--- src/rtl/suma_if.sv ---
// suma_if: keypad/adder handshake and operand/display bus for suma_control
interface suma_if #(parameter int N_DIGITS = 3);
  logic key_valid;
  logic [3:0] key_code;
  logic sum_done;
  logic [4*N_DIGITS-1:0] op_a;
  logic [4*N_DIGITS-1:0] op_b;
  logic sum_start;
  logic [1:0] disp_sel;
  logic [2:0] digit_cnt;
  logic error;
  modport master (
    output key_valid, key_code, sum_done,
    input  op_a, op_b, sum_start, disp_sel, digit_cnt, error
  );
  modport slave (
    input  key_valid, key_code, sum_done,
    output op_a, op_b, sum_start, disp_sel, digit_cnt, error
  );
endinterface

--- src/rtl/suma_control.sv ---
// suma_control: BCD two-operand adder front end FSM; define SUMA_BACKSPACE_EN to enable key 0xB backspace
module suma_control #(
  parameter int N_DIGITS = 3,
  parameter int TIMEOUT_CYCLES = 1024
) (
  input logic clk,
  input logic rst,
  suma_if.slave bus
);
  localparam int W = 4 * N_DIGITS;
  localparam int TW = $clog2(TIMEOUT_CYCLES + 1);
  typedef enum logic [2:0] {ENT_A, ENT_B, REQ, WAIT, SHOW, ERR} state_t;
  state_t state, state_nx;
  logic [W-1:0] op_a, op_b, cur, shl, shr;
  logic [2:0] digit_cnt;
  logic [TW-1:0] tmo;
  logic digit, clr, plus, eq, entering, in_b, shift, bs, restart;
  logic sum_start, error;
  logic [1:0] disp_sel;
  assign digit = bus.key_valid && bus.key_code <= 4'd9;
  assign clr = bus.key_valid && bus.key_code == 4'hC;
  assign plus = bus.key_valid && bus.key_code == 4'hA;
  assign eq = bus.key_valid && bus.key_code == 4'hE;
  assign entering = state == ENT_A || state == ENT_B;
  assign in_b = state == ENT_B;
  assign cur = in_b ? op_b : op_a;
  assign shl = (cur << 4) | W'(bus.key_code);
  assign shr = cur >> 4;
  assign shift = entering && digit && digit_cnt < 3'(N_DIGITS);
  assign restart = (state == SHOW || state == ERR) && digit;
`ifdef SUMA_BACKSPACE_EN
  assign bs = entering && bus.key_valid && bus.key_code == 4'hB && digit_cnt != 3'd0;
`else
  assign bs = 1'b0;
`endif
  always_ff @(posedge clk or posedge rst)
    if (rst) state <= ENT_A;
    else state <= state_nx;
  always_comb begin
    state_nx = state;
    case (state)
      ENT_A: state_nx = plus ? ENT_B : ENT_A;
      ENT_B: state_nx = eq ? REQ : ENT_B;
      REQ: state_nx = WAIT;
      WAIT: state_nx = bus.sum_done ? SHOW : tmo == TW'(TIMEOUT_CYCLES - 1) ? ERR : WAIT;
      SHOW, ERR: state_nx = digit ? ENT_A : state;
      default: state_nx = ENT_A;
    endcase
    if (clr) state_nx = ENT_A;
  end
  always_comb begin
    sum_start = state == REQ;
    error = state == ERR;
    disp_sel = state == SHOW ? 2'b10 : state == ERR ? 2'b11 : state == ENT_A ? 2'b00 : 2'b01;
  end
  // operands are only written in ENT_A/ENT_B or on restart, so they hold from REQ through SHOW
  always_ff @(posedge clk or posedge rst)
    if (rst) begin
      op_a <= '0;
      op_b <= '0;
      digit_cnt <= '0;
      tmo <= '0;
    end else if (clr) begin
      op_a <= '0;
      op_b <= '0;
      digit_cnt <= '0;
      tmo <= '0;
    end else begin
      if (shift) begin
        if (in_b) op_b <= shl;
        else op_a <= shl;
        digit_cnt <= digit_cnt + 3'd1;
      end else if (bs) begin
        if (in_b) op_b <= shr;
        else op_a <= shr;
        digit_cnt <= digit_cnt - 3'd1;
      end else if (state == ENT_A && plus) begin
        op_b <= '0;
        digit_cnt <= '0;
      end else if (restart) begin
        op_a <= W'(bus.key_code);
        op_b <= '0;
        digit_cnt <= 3'd1;
      end
      tmo <= (state == WAIT && state_nx == WAIT) ? tmo + TW'(1) : '0;
    end
  assign bus.op_a = op_a;
  assign bus.op_b = op_b;
  assign bus.digit_cnt = digit_cnt;
  assign bus.sum_start = sum_start;
  assign bus.disp_sel = disp_sel;
  assign bus.error = error;
endmodule

--- src/flat_wrapper.sv ---
// flat-port wrapper written by rule: the top's interface ports become plain ports
module suma_control_flat 
#(
  parameter int N_DIGITS = 3,
  parameter int TIMEOUT_CYCLES = 1024
)
  (clk, rst, bus_key_valid, bus_key_code, bus_sum_done, bus_op_a, bus_op_b, bus_sum_start, bus_disp_sel, bus_digit_cnt, bus_error);
  suma_if #(.N_DIGITS(N_DIGITS)) bus_i ();
  input logic clk;
  input logic rst;
  input wire logic [$bits(bus_i.key_valid)-1:0] bus_key_valid;
  input wire logic [$bits(bus_i.key_code)-1:0] bus_key_code;
  input wire logic [$bits(bus_i.sum_done)-1:0] bus_sum_done;
  output wire logic [$bits(bus_i.op_a)-1:0] bus_op_a;
  output wire logic [$bits(bus_i.op_b)-1:0] bus_op_b;
  output wire logic [$bits(bus_i.sum_start)-1:0] bus_sum_start;
  output wire logic [$bits(bus_i.disp_sel)-1:0] bus_disp_sel;
  output wire logic [$bits(bus_i.digit_cnt)-1:0] bus_digit_cnt;
  output wire logic [$bits(bus_i.error)-1:0] bus_error;
  assign bus_i.key_valid = bus_key_valid;
  assign bus_i.key_code = bus_key_code;
  assign bus_i.sum_done = bus_sum_done;
  assign bus_op_a = bus_i.op_a;
  assign bus_op_b = bus_i.op_b;
  assign bus_sum_start = bus_i.sum_start;
  assign bus_disp_sel = bus_i.disp_sel;
  assign bus_digit_cnt = bus_i.digit_cnt;
  assign bus_error = bus_i.error;
  suma_control #(.N_DIGITS(N_DIGITS), .TIMEOUT_CYCLES(TIMEOUT_CYCLES)) u_core (.clk(clk), .rst(rst), .bus(bus_i));
endmodule
--- config.mk ---
export PLATFORM = sky130hd
export DESIGN_NAME = suma_control_flat
export DESIGN_NICKNAME = d
export VERILOG_FILES = /design/src/rtl/suma_if.sv /design/src/rtl/suma_control.sv /design/src/flat_wrapper.sv
export SDC_FILE = /design/constraint.sdc
export NUM_CORES = 1
export LEC_CHECK = 0
export ABC_AREA = 1
export BUFFER_PORTS_ARGS = -buffer_cell sky130_fd_sc_hd__buf_2
export CORE_AREA = 4 4 68 83
export CTS_CLUSTER_DIAMETER = 150
export DETAILED_ROUTE_END_ITERATION = 6
export DIE_AREA = 0 0 72 87
export PLACE_DENSITY = 0.71
export SLEW_MARGIN = 40
export SYNTH_ARGS = -nofsm -noshare
export SYNTH_HDL_FRONTEND = slang
export SYNTH_SLANG_ARGS = --single-unit
--- constraint.sdc ---
create_clock -name clk -period 1.6 [get_ports clk]
set_input_delay 0.32 -clock clk [delete_from_list [all_inputs] [get_ports clk]]
set_output_delay 0.32 -clock clk [all_outputs]
set_load 0.01 [all_outputs]
[Word-level counts from Yosys, hierarchy flattened]
Cells that the tools add are included.
Cells by class
  equality and inequality tests: 13
  multiplexer cells: 27
  $lt $le $gt $ge: 2
  add/sub/neg operators: 2
  reductions and logical operators: 17
  bitwise operators: 1
Operators with widths (count)
  12-bit two-way mux: 10
  3-bit two-way mux: 8
  11-bit two-way mux: 2
  3-bit one-hot mux with 5 select lines: 1
  4-bit == test, second input constant: 3
  12-bit by 4-bit OR with 12-bit output: 1
  11-bit by 1-bit adder with 11-bit output, second input constant: 1
  11-bit by 10-bit == test with 1-bit output, second input constant: 1
  3-bit by 2-bit == test with 1-bit output, second input constant: 3
  1-bit logical AND: 9
  8-bit two-way mux: 1
  3-bit == test, second input constant: 2
  2-bit two-way mux: 3
  3-bit by 1-bit inequality test with 1-bit output, second input constant: 2
  4-bit <= comparator, second input constant: 1
  4-bit nonzero test: 1
  3-bit by 1-bit adder with 3-bit output, second input constant: 1
  3-bit by 1-bit == test with 1-bit output, second input constant: 1
  3-bit logical NOT: 1
  3-bit by 2-bit < comparator with 1-bit output, second input constant: 1
  3-bit by 2-bit inequality test with 1-bit output, second input constant: 1
  3-bit AND reduction: 1
  3-bit nonzero test: 1
  1-bit logical OR: 2
  other kinds (3): 4
Storage, ports and cells
  output and inout port bits: 31
  input port bits: 8
  register bits after elaboration: 41
  word-level logic and storage cells: 67

[Longest topological paths before layout]
  depth in word-level cells: 9
  gate-level depth with buffers: 10
  depth with buffers taken out: 8

[Worst setup path before layout]
OpenSTA, ideal clock, no wires.
  path type: reg-to-reg
  start: reg u_core.state[0]
  end: reg u_core.tmo[0]
  slack: 0.165 ns
  cell stages (with the launch flop): 8
  arrival: 1.364 ns
  setup time: 0.071 ns
  path buffers: 2
  period minus slack after synthesis: 1.435 ns
  required time: 1.529 ns
  path through: dfrtp_1 -> buf_6 -> nor3_1 -> a21oi_2 -> nand2_1 -> nand3_2 -> buf_6 -> nor2_1
On the way
  elaborated cells between the ends (all ways): 14
  classes of those cells: 6 x eq/ne; 5 x mux; 3 x reduce/logical
RTL lines
  start, declared: line suma_control.sv:13  | state_t state, state_nx;
  start signal, assigned: line suma_control.sv:38  | else state <= state_nx;
  3-bit by 2-bit == test with 1-bit output
  via bus_sum_start: line flat_wrapper.sv:16  | output wire logic [$bits(bus_i.sum_start)-1:0] bus_sum_start;
  3-bit one-hot mux with 5 select lines: line suma_control.sv:41  | case (state)
  3-bit two-way mux: line suma_control.sv:49  | if (clr) state_nx = ENT_A;
  3-bit by 2-bit == test with 1-bit output: line suma_control.sv:85  | tmo <= (state == WAIT && state_nx == WAIT) ? tmo + TW'(1) : '0;
  1-bit logical AND: line suma_control.sv:85
  11-bit two-way mux: line suma_control.sv:85
  11-bit two-way mux: line suma_control.sv:63  | end else if (clr) begin
  end signal, assigned: line suma_control.sv:85
  end, declared: line suma_control.sv:16  | logic [TW-1:0] tmo;
The timed path passes the listed nets, and every way through them passes these cells.
A chain may end at the register's enable or synchronous reset.

[Worst setup path after layout]
  start: reg u_core.state[0]
  end: out bus_sum_start
On the way
  word-level cells in the longest chain between the ends: 1
RTL lines
  3-bit by 2-bit == test with 1-bit output: line suma_control.sv:52  | sum_start = state == REQ;
  end, declared: line flat_wrapper.sv:16
Every way passes these cells.

==> summary.md <==
| Metric | Value |
|---|---|
| Die ar. | between 6000 and 7000 µm² |
| Critical path type | flip-flop to output pin |
| Routed len/inst | between 10 and 15 µm |
| Initial Util | 0.4281 |
| H-tree depth | 2 |
| FF-to-FF Start | u_core.state[2] |
| CTS sink cnt | just over 40 |
| Total track usage | 0.1664 |
| Crit start category | flip-flop |
| Max Cap Viol | 0 |
| P&R area growth vs syn | 21.10% |
| Yosys cell types | 29 |
| Seq cells post-synth | about 40 |
| Max FO, Critical Path | 4 |
| Status | complete, no violations |
| Slew headroom | 0.6499 |
| CP startpoint | u_core.state[0] |
| R2r setup slk | ~0.080 ns |
| DP HPWL | ~3500 µm |
| Avg Synthesized Cell Area | roughly 8.1 µm² |
| Seq. cell area | around 1000 µm² |
| Hold slack | ~0.15 ns |
| CTS tree | done |
| Total CTS buffers | 5 |
| Core area | between 4000 and 5000 µm² |
| PortBufs | 38 |
| Overall Power | about 0.0037 W |
| Clock Tree Root | clkbuf_8 |
| Drt initial violations | 68 |
| Clock Skews | approximately 0.0074 ns |
| Die Wd | around 72 µm |
| Initial antenna violation count | 0 |
| Drt first pass iters | 5 |
| Sequential fraction of the synthesis area | 0.4958 |
| Crit path arrival time | 1.21 ns |
| Final wirelength | around 4700 µm |
| CP Capture Type | output pin |
| Final setup TNS | 0 ns |
| Worst vdd ir | slightly below 0.0007 V |
| CTS clk-pin slew, worst paths | 0.08 ns |
| Share of layout cells above drive strength 1 | 0.2557 |
| Commonest non-fill, non-tap cell in the layout | nand2_1 |
| RSZ-0062 raised after global routing | yes |
| Path depth of the worst reg2reg path | 8 |
| Post-layout min period | between 1.5 and 2 ns |
| Final hold vios | 0 |
| Slew Limit Fails | 0 |
| Diodes inserted | 0 |
| Clock Latency Late Sink | between 0.2 and 0.3 ns |
| Die Ht | slightly below 90 µm |
| Gr ovfl total | 0 |
| Pleak | about 1.4 nW |
| GP Congestion | around 0.83 |
| Commonest cells after routing, fill and taps aside | nand2_1, dfrtp_1, buf_2, nor2_1, nand3_1 |
| PwrDens | 1487 nW/µm² |
| Final period util | 0.9563 |
| Post-Syn Area | slightly above 2000 µm² |
| Final instance area | approximately 2500 µm² |
| Max Fclk | about 650 MHz |
| Post-DRT Antenna Nets | 0 |
| Floorplan row count | 28 |
| RR Endpoint | u_core.bus.op_b[5] |
| Mapped Cells | ~260 |
| DR vias | 1,800 |
| Fill count | ~460 |
| Pin count of the biggest net entering global routing | 42 |
| End point of the critical path | bus_sum_start |
| Post-route DRC violation count | 0 |
| Fin nets | about 310 |
| Hold Path Class | input pin to asynchronous set/reset pin |
| Worst-Margin Slew | between 0.5 and 0.6 ns |
| Number of global-route vias before repair | approximately 1.8k |
| Multi-input gate area | about 930 µm² |
| # setup viols final | 0 |
| Clock buffer depth | 2 |
| Net Count, Synth | between 200 and 300 |
| Area after DPL | roughly 2300 µm² |
| Global-route wire length before repair | approximately 8300 µm |
| CP required | approximately 1.3 ns |
| Vias/cell | 4.932 |
| YS warnings | 0 |
| I/O pins | 39 |
==> layout make-up <==
class | instances | area share
timing repair buffer | 47 | 0.1078
clock inverter | 1 | 0.01198
inverter | 21 | 0.03245
clock buffer | 7 | 0.03445
multi-input combinational | 188 | 0.3729
tap | 60 | 0.02996
sequential | 41 | 0.4104
==> synthesized netlist by cell type <==
library cell	number	area [µm²]
o21ai_1	2	10.01
buf_4	2	15.01
nand3_1	19	95.09
inv_2	3	11.26
nand2_2	1	6.260
dfrtp_1	41	1026
a21o_1	1	7.510
inv_1	17	63.81
a21oi_2	1	8.760
buf_6	4	45.04
a21oi_1	11	55.05
xor2_1	5	43.79
inv_4	1	6.260
nor2_1	22	82.58
nand3_2	4	40.04
and2_1	1	6.260
nand2_4	1	11.26
nor3_1	3	15.01
nor2_4	3	33.78
ha_1	2	25.02
nand2_1	100	375.4
o21bai_1	1	7.510
nand4_1	3	18.77
buf_2	1	5.000
nand3_4	1	17.52
or2_1	1	6.260
xnor2_1	1	8.760
nand3b_1	1	7.510
o21ai_0	3	15.01
==> critical path, cell delays in order (launching register included) <==
cell     delay, ns
dfrtp_2       0.45
nor3_2        0.28
buf_2         0.18
==> how the worst min path moves through the flow <==
stage / startpoint / end / slack (ns)
after floorplan: u_core.tmo[0] / u_core.tmo[0] / 0.43
after global placement: u_core.tmo[0] / u_core.tmo[0] / 0.45
after detailed placement: u_core.bus.op_b[8] / u_core.bus.op_b[8] / 0.46
after CTS: rst / u_core.tmo[2] / 0.16
after global routing: rst / u_core.bus.op_b[9] / 0.21
final: rst / u_core.tmo[2] / 0.15
==> cells by family after synthesis <==
family | synth area share
buffers and inverters | 0.07073
flip-flops | 0.4958
AND/OR/NAND/NOR | 0.3458
AO/OA/AOI/OAI | 0.05018
adder cells (fa/ha/maj) | 0.01209
XOR/XNOR | 0.02539
==> state kept, by name, indices dropped and copies added, names as in the netlist <==
| register | cells |
|---|---|
| u_core.bus.digit_cnt | 3 |
| u_core.state | 3 |
| u_core.bus.op_a | 12 |
| u_core.tmo | 11 |
| u_core.bus.op_b | 12 |
==> timing repair <==
item	in CTS	in global routing
pin swaps	0	0
cloned	0	1
hold buffers	0	0
setup endpoints to repair	2	30
setup buffers	1	0
gates resized for setup	2	7
==> metal layers <==
layer / part of all wire / track usage / up-vias
li1: - / - / 898
met1: 0.45 / 0.2073 / 852
met2: 0.50 / 0.2801 / 39
met3: 0.032 / 0.03464 / 11
met4: 0.022 / 0.06667 / 0
met5: 0 / 0 / -
==> per-stage QoR <==
| step | util | setup slack (ns) | std cells |
|---|---|---|---|
| 2_1_floorplan | - | 0.1645 | 256 |
| 6_report | 0.5184 | 0.06995 | 365 |
| 3_3_place_gp | 0.4845 | 0.1168 | 355 |
| 5_1_grt | 0.5184 | -0.05180 | 365 |
| 4_1_cts | 0.5114 | 0.04031 | 364 |
| 3_5_place_dp | 0.4845 | 0.07392 | 355 |
==> where the power goes <==
group	internal [W]	switching (W)	total [W]	leakage, nW
sequential	0.00127	0.000215	0.00148	0.555
clock	0.000509	0.000342	0.000851	0.0585
combinational	0.000513	0.000878	0.00139	0.750
(Power assumes the default switching activity.)
